[config.mk]
export PLATFORM = sky130hd
export DESIGN_NAME = serial_add_ctrl
export DESIGN_NICKNAME = d
export VERILOG_FILES = /design/src/rtl/serial_add_pkg.sv /design/src/rtl/full_adder.sv /design/src/rtl/serial_add_ctrl.sv
export SDC_FILE = /design/constraint.sdc
export NUM_CORES = 1
export LEC_CHECK = 0
export BUFFER_PORTS_ARGS = -buffer_cell sky130_fd_sc_hd__buf_2
export CAP_MARGIN = 10
export CORE_AREA = 2 2 56 58
export DETAILED_ROUTE_END_ITERATION = 12
export DIE_AREA = 0 0 58 60
export HOLD_SLACK_MARGIN = 0.15
export PLACE_DENSITY = 0.8
export SYNTH_ARGS = -nofsm -noshare
export SYNTH_HDL_FRONTEND = slang
export SYNTH_SLANG_ARGS = --single-unit
[constraint.sdc]
create_clock -name sys_clk -period 2.89 [get_ports sys_clk]
set_input_delay 0.4335 -clock sys_clk [delete_from_list [all_inputs] [get_ports sys_clk]]
set_output_delay 0.4335 -clock sys_clk [all_outputs]
set_load 0.05 [all_outputs]
[src/rtl/serial_add_pkg.sv]
// Shared definitions for the bit-serial adder controller: FSM state
// encoding and the counter-width helper.
package serial_add_pkg;

  localparam int unsigned STATE_W = 2;

  // Code 3 is unused and falls back to S_IDLE in the controller.
  typedef enum logic [STATE_W-1:0] {
    S_IDLE = 2'd0,
    S_RUN  = 2'd1,
    S_DONE = 2'd2
  } state_t;

  function automatic int unsigned clog2(input int unsigned v);
    int unsigned r;
    r = 0;
    for (int unsigned i = 0; i < 32; i++) begin
      if ((32'd1 << i) < v) r = i + 1;
    end
    return r;
  endfunction

endpackage

[src/rtl/full_adder.sv]
// Single-bit full adder cell shared by the serial adder datapath.
module full_adder (
  input  logic in_1,
  input  logic in_2,
  input  logic cin,
  output logic sum,
  output logic count
);

  assign sum   = in_1 ^ in_2 ^ cin;
  assign count = (in_1 & in_2) | (in_1 & cin) | (in_2 & cin);

endmodule

[src/rtl/serial_add_ctrl.sv]
// Bit-serial adder controller: runs one full_adder cell over WIDTH cycles, LSB first.
// Define SERIAL_ADD_SUB_EN to add the 'sub' port (result = op_a - op_b).
module serial_add_ctrl
  import serial_add_pkg::*;
#(
  parameter int unsigned WIDTH = 8
) (
  input  logic             sys_clk,
  input  logic             sys_rst_n,
`ifdef SERIAL_ADD_SUB_EN
  input  logic             sub,
`endif
  input  logic             start,
  input  logic [WIDTH-1:0] op_a,
  input  logic [WIDTH-1:0] op_b,
  input  logic             cin,
  output logic             busy,
  output logic             done,
  output logic [WIDTH-1:0] result,
  output logic             cout
);

  localparam int unsigned         CNT_W    = clog2(WIDTH);
  localparam logic [CNT_W-1:0]    LAST_BIT = CNT_W'(WIDTH - 1);

  state_t             r_state;
  state_t             w_next;
  logic [WIDTH-1:0]   r_a_sr;
  logic [WIDTH-1:0]   r_b_sr;
  logic [WIDTH-2:0]   r_sum_sr;
  logic [WIDTH-1:0]   r_result;
  logic               r_carry;
  logic               r_cout;
  logic [CNT_W-1:0]   r_cnt;

  logic               w_accept;
  logic               w_last;
  logic               w_sum;
  logic               w_count;
  logic [WIDTH-1:0]   w_sum_shift;
  logic [WIDTH-1:0]   w_b_load;
  logic               w_cin_load;

`ifdef SERIAL_ADD_SUB_EN
  // Subtract as op_a + ~op_b + 1; cout=1 then means no borrow.
  assign w_b_load   = sub ? ~op_b : op_b;
  assign w_cin_load = sub ? 1'b1  : cin;
`else
  assign w_b_load   = op_b;
  assign w_cin_load = cin;
`endif

  assign w_accept    = start && ((r_state == S_IDLE) || (r_state == S_DONE));
  assign w_last      = (r_state == S_RUN) && (r_cnt == LAST_BIT);
  assign w_sum_shift = {w_sum, r_sum_sr};

  full_adder u_fa (
    .in_1  (r_a_sr[0]),
    .in_2  (r_b_sr[0]),
    .cin   (r_carry),
    .sum   (w_sum),
    .count (w_count)
  );

  always_ff @(posedge sys_clk) begin
    if (!sys_rst_n) r_state <= S_IDLE;
    else            r_state <= w_next;
  end

  always_comb begin
    w_next = S_IDLE;
    case (r_state)
      S_IDLE:  w_next = start  ? S_RUN  : S_IDLE;
      S_RUN:   w_next = w_last ? S_DONE : S_RUN;
      S_DONE:  w_next = start  ? S_RUN  : S_IDLE;
      default: w_next = S_IDLE;
    endcase
  end

  always_comb begin
    busy = (r_state == S_RUN);
    done = (r_state == S_DONE);
  end

  // Sum bits enter at the top of a WIDTH-1 bit register; the final bit
  // completes the word directly into the result register.
  always_ff @(posedge sys_clk) begin
    if (!sys_rst_n) begin
      r_a_sr   <= '0;
      r_b_sr   <= '0;
      r_sum_sr <= '0;
      r_result <= '0;
      r_carry  <= 1'b0;
      r_cout   <= 1'b0;
      r_cnt    <= '0;
    end else if (w_accept) begin
      r_a_sr  <= op_a;
      r_b_sr  <= w_b_load;
      r_carry <= w_cin_load;
      r_cnt   <= '0;
    end else if (r_state == S_RUN) begin
      r_a_sr   <= r_a_sr >> 1;
      r_b_sr   <= r_b_sr >> 1;
      r_sum_sr <= w_sum_shift[WIDTH-1:1];
      r_carry  <= w_count;
      r_cnt    <= r_cnt + CNT_W'(1);
      if (w_last) begin
        r_result <= w_sum_shift;
        r_cout   <= w_count;
      end
    end
  end

  assign result = r_result;
  assign cout   = r_cout;

endmodule
# == Yosys cells after proc, flatten, opt, wreduce, memory -nomap -nowiden ==
# Cells that the tools add are included.
# totals
word_cells,39
out_inout_bits,11
register_bits,38
# op_classes
n_mux,9
eq_ne,3
bitwise_logic,9
addsub,1
reduce_logical,9
# ops
cell,count
$mux 8,4
$pmux 2 s2,1
$reduce_or 2->1,2
$add 3x1->3 const B,1
$and 1x1->1,3
$eq 3x3->1 const B,1
$mux 1,3
$reduce_and 3->1,1
$eq 2x1->1 const B,1
$eq 2x2->1 const B,1
$logic_and 1x1->1,2
$logic_not 2->1,1
$mux 2,1
$not 1->1,2
$or 1x1->1,2
$reduce_and 2->1,1
$reduce_bool 2->1,1
$xor 1x1->1,2
$logic_or 1x1->1,1

# == Depth between registers and ports, before layout ==
# Gate-level depths: netlist of run 1.
# depth
ltp_word,5
depth_mapped,6
ltp_nobuf,5

# == Modules after synthesis ==
# A second synthesis of run 1 with hierarchy kept.
# hier_totals
hier_cells,184
area_unflattened_um2,1560.2
# modules_own_cells
mod,area_per_inst_um2,instances,seq_area_each_um2,cells_each
serial_add_ctrl,1540.2,1,760.7,183
full_adder,20.0,1,0.0,1

# == Worst setup path before layout of run 1 ==
# No wires, ideal clock.
# synth_timing
path_type,reg2out
startpoint,register r_state[1]
endpoint,output port done
stages_incl_launch_ff,2
t_arrival_ns,1.023
path_buffers,0
path_slack_ns,1.434
t_required_ns,2.457
cell_sequence,dfxtp_1 -> nor2b_1
# synth_via
elab_chain_cells,1
# synth_lines
item,line,text
from (decl),serial_add_ctrl.sv:26,state_t r_state;
from (signal assigned),serial_add_ctrl.sv:67,else r_state <= w_next;
$eq 2x2->1,serial_add_ctrl.sv:82,done = (r_state == S_DONE);
to (decl),serial_add_ctrl.sv:18,"output logic done,"
# Every way passes these cells.

# == Final worst setup path of run 1 ==
# layout_timing
startpoint,register r_state[0]
endpoint,output port busy
# layout_via
elab_chain_cells,1
# layout_lines
item,line,text
$eq 2x1->1,serial_add_ctrl.sv:81,busy = (r_state == S_RUN);
to (decl),serial_add_ctrl.sv:17,"output logic busy,"
# Every way passes these cells.

==> summary.md, run 1 <==
| Metric | Value |
|---|---|
| Initial antenna violation count | 0 |
| Die X | 58 µm |
| Synth Net Count | roughly 200 |
| Worst-path maximum fanout | 36 |
| Final WL | approximately 3.0 mm |
| Die height | around 60 µm |
| Worst-margin pin slew | just over 900 ps |
| TNS Setup | 0 ps |
| Std-Cell Rows | 20 |
| Seq/Total Area, Yosys | 48.4% |
| H-tree level count | 2 |
| IO buf count | 30 |
| Final Hold Fails | 0 |
| Core Area | just under 0.003 mm² |
| Initial Util | a little over half |
| Die ar. | around 0.0035 mm² |
| Ys flop type | dfxtp_1 |
| Clock share of power | around 30% |
| DRT antenna net count | 0 |
| Clock transition at path regs | around 110 ps |
| Required time worst endpoint | roughly 2500 ps |
| CTS Hold Bufs | 0 |
| Routability cong. | around 0.72 |
| PnR worst setup slack | 890 ps |
| Dominant cells by area after synthesis | dfxtp_1 (48%), nand2_1 (12%), a21boi_1 (6.2%) |
| CTS sink count | 38 |
| DR vias/cell | between 5 and 6 |
| P per Cell Area | 553 mW/mm² |
| Critical path type | reg -> out |
| Worst slack, placed | around 1200 ps |
| Critical Path AT | around 1600 ps |
| Asr flop ratio synth | 0% |
| WHS | 327 ps |
| Slew headroom | between 30% and 40% |
| GRT Util Overall | around a fifth |
| Detailed Routing Iterations Pass 1 | 4 |
| Final instance area | 0.00173 mm² |
| CP startpoint kind | flop |
| Post-CTS setup buffer count | 0 |
| Largest net degree at the start of global routing | 37 |
| DR iter-0 viols | 37 |
| Final HPWL DP | 2.04 mm |
| Max clock buf depth | 2 |
| Ant diodes | 0 |
| Comb power frac | between 10% and 20% |
| Post-Syn Area per Cell | just under 9 µm² |
| Sw Share | 26.0% |
| VDD IR max | roughly 0.37 mV |
| Internal | a little over 700 µW |
| Root Driver | clkbuf_4 |
| Max Slew Vio Count | 0 |
| First-pass GRT wire length | between 5 and 6 mm |
| CTS tree | built |
| Post-Syn Area | around 0.0016 mm² |
| Vias | roughly 1300 |
| P&R area growth vs syn | 10.0% |
| Post-synth EDFFs | 0 |
| Num CTS Buffers | 5 |
| Gate Count Post-Synth | approximately 180 |
| Routed WL per cell | between 10 and 15 µm |
| Layout cells sized above 1 | 18.9% |
| Clock latency on the worst-skew pair | about 340 ps |
| Yosys top cell area share | between 40% and 50% |
| Yosys cell types | 27 |
| PostCTS Resize Cnt | 0 |
| Num ports | 31 |
| Critical Path End Type | primary output |
| Vias in the first global route | between 1000 and 1500 |
| Total of max-cap violations | 0 |
| Yosys reg bits | 38 |
| GRT overflow | 0 |
| Post-DP Area | around 0.0017 mm² |
| Worst Hold Class | in -> reg |
| Status | completed |
| RSZ-0062 raised after global routing | false |
| Peak Freq | roughly 0.50 GHz |
| Final critical-path required period | 2000 ps |
| Synth area leader | dfxtp_1 |
| Psw | around 250 µW |
| Final setup violation count | 0 |
| Layout Nets | about 230 |
| P_leak | roughly 0.00068 µW |
| Synth warn | 0 |
| # DRC | 0 |
| Final period util | 69.2% |
| Layout Utilization | about three fifths |
| Layout Skew | approximately 12 ps |
| Sequential Power Share | between 50% and 60% |
==> critical path, cell delays in order (launching register included) <==
cell and delay [ps]:
dfxtp_1 410, nand2b_1 70, buf_4 230, inv_8 200, buf_2 300
==> metal layers <==
metal,track usage (%),up-vias,part of all wire [%]
met1,23.5,595,44
met2,35.2,34,49
met5,0,-,0
li1,-,667,-
met4,7.97,0,1.6
met3,7.14,7,5.0
==> power groups by stage <==
stage | Clock, µW | Combinational, µW | Sequential, µW
after global routing | 318 | 123 | 566
after CTS | 292 | 109 | 563
after floorplan | 0 | 93.6 | 571
after global placement | 0 | 104 | 573
after detailed placement | 0 | 109 | 575
final | 285 | 108 | 563
==> Yosys cell counts (4+ instances only) <==
cell type,number
a31oi_1,8
nand3_1,12
o21ai_0,5
a21boi_0,6
buf_4,4
o21ai_1,4
a21oi_1,4
buf_6,4
nor3_1,4
dfxtp_1,38
nor2_1,5
nand2_1,49
a21boi_1,13
o221ai_1,4
==> sequential cells by signal, indices dropped and copies added, names as in the netlist <==
signal,flops
cout,1
r_a_sr,8
r_b_sr,8
r_carry,1
r_cnt,3
r_state,2
r_sum_sr,7
result,8
==> final timing paths <==
check / startpoint / to / slack (ps) / cells past startpoint
max: r_state[0] / busy / 890 / 4
min: op_b[7] / r_b_sr[7] / 330 / 3
max reg2reg: r_state[0] / r_state[0] / 1260 / 3
min reg2reg: result[7] / result[7] / 460 / 2
==> cell usage in the layout (no fill, tap or decap) <==
master	instances
ha_1	2
inv_8	1
clkinv_2	1
nand3b_1	1
and2_1	1
buf_4	1
a21boi_1	13
a31oi_1	8
a21boi_0	6
xnor2_1	1
nor2_1	5
clkbuf_1	1
and3_1	1
dfxtp_1	38
nand3_1	12
fa_1	1
and2b_1	1
clkbuf_4	5
nand2_1	49
clkbuf_8	1
a22oi_1	3
a21oi_1	4
nor2b_1	1
o221ai_1	4
nand2b_1	2
buf_2	30
nor3_1	4
o21ai_1	4
o21ai_0	5
==> kinds of logic (layout without fill, tap and decap cells) <==
group                      after synthesis  count (layout)  synth area share (%)
DFF                                     38              38                  48.4
AOI/OAI and AO/OA                       47              47                  20.1
and+or+nand+nor                         77              77                  20.9
buffers and inverters                   15              40                  7.17
adders and majority gates                3               3                  2.87
xor gates and xnor gates                 1               1                 0.557
==> layout make-up <==
cell class / instances / area (µm²)
Fill cell: 278 / 1170
Tap cell: 33 / 41.3
Clock buffer: 7 / 55.1
Timing Repair Buffer: 31 / 158
Multi-Input combinational cell: 128 / 698
Clock inverter: 1 / 5.00
Sequential cell: 38 / 761
Inverter: 1 / 11.3
==> metrics by stage <==
stage | instances | total power, µW
after global routing | 239 | 1010
after detailed placement | 231 | 683
after global placement | 231 | 677
after floorplan | 181 | 664
after CTS | 239 | 964
final | 239 | 956
No activity file was read; power rests on OpenSTA's default activity.
==> run 2, diff against run 1 <==
--- a/config.mk
+++ b/config.mk
@@ -5,13 +5,14 @@
 export SDC_FILE = /design/constraint.sdc
 export NUM_CORES = 1
 export LEC_CHECK = 0
+export ABC_AREA = 1
 export BUFFER_PORTS_ARGS = -buffer_cell sky130_fd_sc_hd__buf_2
 export CAP_MARGIN = 10
-export CORE_AREA = 2 2 56 58
+export CORE_AREA = 2 2 60 62
 export DETAILED_ROUTE_END_ITERATION = 12
-export DIE_AREA = 0 0 58 60
+export DIE_AREA = 0 0 62 64
 export HOLD_SLACK_MARGIN = 0.15
-export PLACE_DENSITY = 0.8
+export PLACE_DENSITY = 0.75
 export SYNTH_ARGS = -nofsm -noshare
 export SYNTH_HDL_FRONTEND = slang
 export SYNTH_SLANG_ARGS = --single-unit
==> constraint.sdc (replaced) <==
create_clock -name sys_clk -period 2.09 [get_ports sys_clk]
set_input_delay 0.3135 -clock sys_clk [delete_from_list [all_inputs] [get_ports sys_clk]]
set_output_delay 0.3135 -clock sys_clk [all_outputs]
set_load 0.05 [all_outputs]
==> run 2 against run 1 <==
Against the previous run:
- wire length rose by 7.2%
- worst setup slack got worse by 540 ps
- final area rose by 13%
- non-clock buffer count rose by 2
- cell count rose by 28%
- sequential share of layout area fell by 5.0 points
- clock skew fell by 5.5 ps
- critical path type unchanged
- highest routed layer unchanged
==> summary.md, run 2 <==
| Metric | Value |
|---|---|
| Critical path type | reg -> out |
| Met3 WL | 158 µm (+4.6%) |
| PostCTS Resize Cnt | 0 (unchanged) |
| Yosys cell types | 24 (-11%) |
| Max Slew Vio Count | 0 (unchanged) |
| First-pass GRT wire length | 5.64 mm (+5.3%) |
| Worst-margin pin slew | 384 ps (-528 ps) |
| # DRC | 0 (unchanged) |
| Final instance area | 0.00195 mm² (+13%) |
| DRT antenna net count | 0 (unchanged) |
| Final HPWL DP | 2.24 mm (+9.9%) |
| CTS tree | built |
| P_leak | 0.000989 µW (+45%) |
| Gate Count Post-Synth | 227 (+25%) |
| Die height | 64 µm (+6.7%) |
| GRT Util Overall | 18.9% (-1.6 points) |
| Worst Setup EP | done |
| Dominant cells by area after synthesis | dfxtp_1 (44%), nor2_1 (8.7%), nand2_1 (7.9%) |
| Post-Syn Area | 0.00172 mm² (+9.4%) |
| Worst r2r src | r_state[0] |
| P per Cell Area | 766 mW/mm² (+39%) |
| Root Driver | clkbuf_4 |
| Initial antenna violation count | 0 (unchanged) |
| Layout Utilization | 59.4% (-0.18 points) |
| DR vias/cell | 4.79 (-12%) |
| Slew headroom | 74.4% (+35 points) |
| Die ar. | 0.00397 mm² (+14%) |
| Comb power frac | 14.0% (+2.7 points) |
| Yosys top cell area share | 44.3% (-4.2 points) |
| VDD IR max | 0.444 mV (+21%) |
| DR iter-0 viols | 108 (+190%) |
| Detailed Routing Iterations Pass 1 | 4 (unchanged) |
| Most common cell after layout, fill and taps aside | nor2_1 |
| Layout cells sized above 1 | 20.5% (+1.5 points) |
| Worst r2r dst | r_b_sr[0] |
| Core Area | 0.00328 mm² (+13%) |
| Die X | 62 µm (+6.9%) |
| Post-DP Area | 0.00187 mm² (+12%) |
| Final critical-path required period | approximately 1700 ps |
| Final Hold Fails | 0 (unchanged) |
| TNS Setup | 0 ps (unchanged) |
| Ys flop type | dfxtp_1 |
| Clock latency on the worst-skew pair | 340 ps (about the same) |
| Post-CTS setup buffer count | 0 (unchanged) |
| Critical Path AT | 1420 ps (-150 ps) |
| Required time worst endpoint | 1780 ps (-680 ps) |
| Final period util | 83.1% |
| GRT overflow | 0 (unchanged) |
| RSZ-0062 raised after global routing | false |
| Worst reg2reg setup slack | 750 ps (-510 ps) |
| Sequential Power Share | 53.2% (-5.7 points) |
| Synth warn | 0 (unchanged) |
| Count leader, synth | nor2_1 |
| Asr flop ratio synth | 0% (unchanged) |
| Worst Hold Class | in -> reg |
| Vias | 1462 (+12%) |
| CTS sink count | 38 (unchanged) |
| IO buf count | 30 (unchanged) |
| Total of max-cap violations | 0 (unchanged) |
| P&R area growth vs syn | 13.5% |
| Std-Cell Rows | 21 (+5.0%) |
| Routed WL per cell | 10.6 µm (-16%) |
| Met1 WL | 1.52 mm (+14%) |
| Clock share of power | 32.7% (+2.9 points) |
| Metal2 WL | 1.49 mm (+1.1%) |
| R2r worst-path depth | 6 (+3) |
| Routability cong. | 0.801 (+11%) |
| Crit. Startpoint | r_state[0] |
| Yosys reg bits | 38 (unchanged) |
| Psw | 400 µW (+61%) |
| List of most frequent post-synthesis cells | nor2_1 (40), dfxtp_1 (38), nand2_1 (36), inv_1 (28), nand3_1 (23) |
| Seq/Total Area, Yosys | 44.3% (-4.2 points) |
| Clock transition at path regs | 110 ps (about the same) |
| Layout Nets | 281 (+23%) |
| Worst-path maximum fanout | 8 (-78%) |
| Synth area leader | dfxtp_1 |
| Num ports | 31 (unchanged) |
| Sw Share | 26.8% (+0.75 points) |
| Num CTS Buffers | 5 (unchanged) |
| Internal | 1090 µW (+55%) |
| H-tree level count | 2 (unchanged) |
| Final WL | 3.23 mm (+7.2%) |
| Critical Path End Type | primary output |
| Status | completed |
| Most frequent cells in the layout | nor2_1 (40), dfxtp_1 (38), nand2_1 (36) |
| Max clock buf depth | 2 (unchanged) |
| Post-synth EDFFs | 0 (unchanged) |
| CTS Hold Bufs | 0 (unchanged) |
| Layout Skew | 6.05 ps (-5.51 ps) |
| Vias in the first global route | 1321 (+4.0%) |
| Final setup violation count | 0 (unchanged) |
| Fill count | 323 (+16%) |
| Initial Util | 52.3% (-1.8 points) |
| Largest net degree at the start of global routing | 29 (-22%) |
| Max layer used | met4 |
| Ant diodes | 0 (unchanged) |
| Synth Net Count | 250 (+23%) |
| CP startpoint kind | flop |
| Post-Syn Area per Cell | 7.57 µm² (-13%) |
| Peak Freq | 0.576 GHz |
[run 2: cell types whose count changed in the layout (fill, tap and decap cells not counted), sizes merged, moves of 4 or more]
cell    delta
nor2      +38
inv       +31
a21boi    -19
a21oi     +12
nand3     +11
o21ai     +11
nand2      -9
a31oi      -8
nor3       -4
o221ai     -4
[run 2: worst max-delay path: stages, from the launching register on]
cell     delay [ps]
dfxtp_1         570
buf_4           240
nor2_1           50
buf_2           210
[run 2: cell type report]
| class | instances | area [µm²] | share of cell area, % |
|---|---|---|---|
| Multi-Input combinational cell | 148 | 754 | 38.7 |
| Clock inverter | 3 | 40.0 | 2.05 |
| Inverter | 32 | 128 | 6.54 |
| Clock buffer | 5 | 37.5 | 1.92 |
| Tap cell | 46 | 57.6 | 2.95 |
| Sequential cell | 38 | 761 | 39.0 |
| Timing Repair Buffer | 33 | 173 | 8.85 |
[run 2: kinds of logic after synthesis]
logic type / share of synthesized area [%]
AOI/OAI and AO/OA: 11.6
buffers and inverters: 11.9
DFF: 44.3
and+or+nand+nor: 29.1
adders and majority gates: 2.62
xor gates and xnor gates: 0.510
[run 2: stage by stage]
step | setup slack, ps | hold WS [ps] | instances | power (µW)
final | 354 | 187 | 305 | 1490
after detailed placement | 736 | 461 | 297 | 1020
after CTS | 328 | 171 | 305 | 1510
after floorplan | 640 | 444 | 227 | 977
after global placement | 752 | 459 | 297 | 1020
after global routing | 286 | 187 | 305 | 1570
[run 2: worst min-delay path by stage]
stage | from | end | slack [ps] | cells after the start
2_1_floorplan | sys_rst_n | r_state[1] | 440 | 2
3_3_place_gp | r_cnt[1] | r_cnt[1] | 460 | 2
3_5_place_dp | r_cnt[1] | r_cnt[1] | 460 | 2
4_1_cts | op_b[7] | r_b_sr[7] | 170 | 3
5_1_grt | op_a[7] | r_a_sr[7] | 190 | 3
6_report | op_b[7] | r_b_sr[7] | 190 | 3
[run 2: power groups by stage]
stage / logic, µW / clock network (µW) / registers (µW)
after floorplan: 175 / 0 / 802
after global placement: 206 / 0 / 810
after detailed placement: 209 / 0 / 812
after CTS: 211 / 507 / 796
after global routing: 240 / 532 / 801
final: 210 / 489 / 796
[run 2: layer usage]
layer  up-vias  global-route usage [%]
li1        772                       -
met1       650                    24.2
met2        34                    28.9
met3         6                    6.28
met4         0                    7.18
met5         -                       0
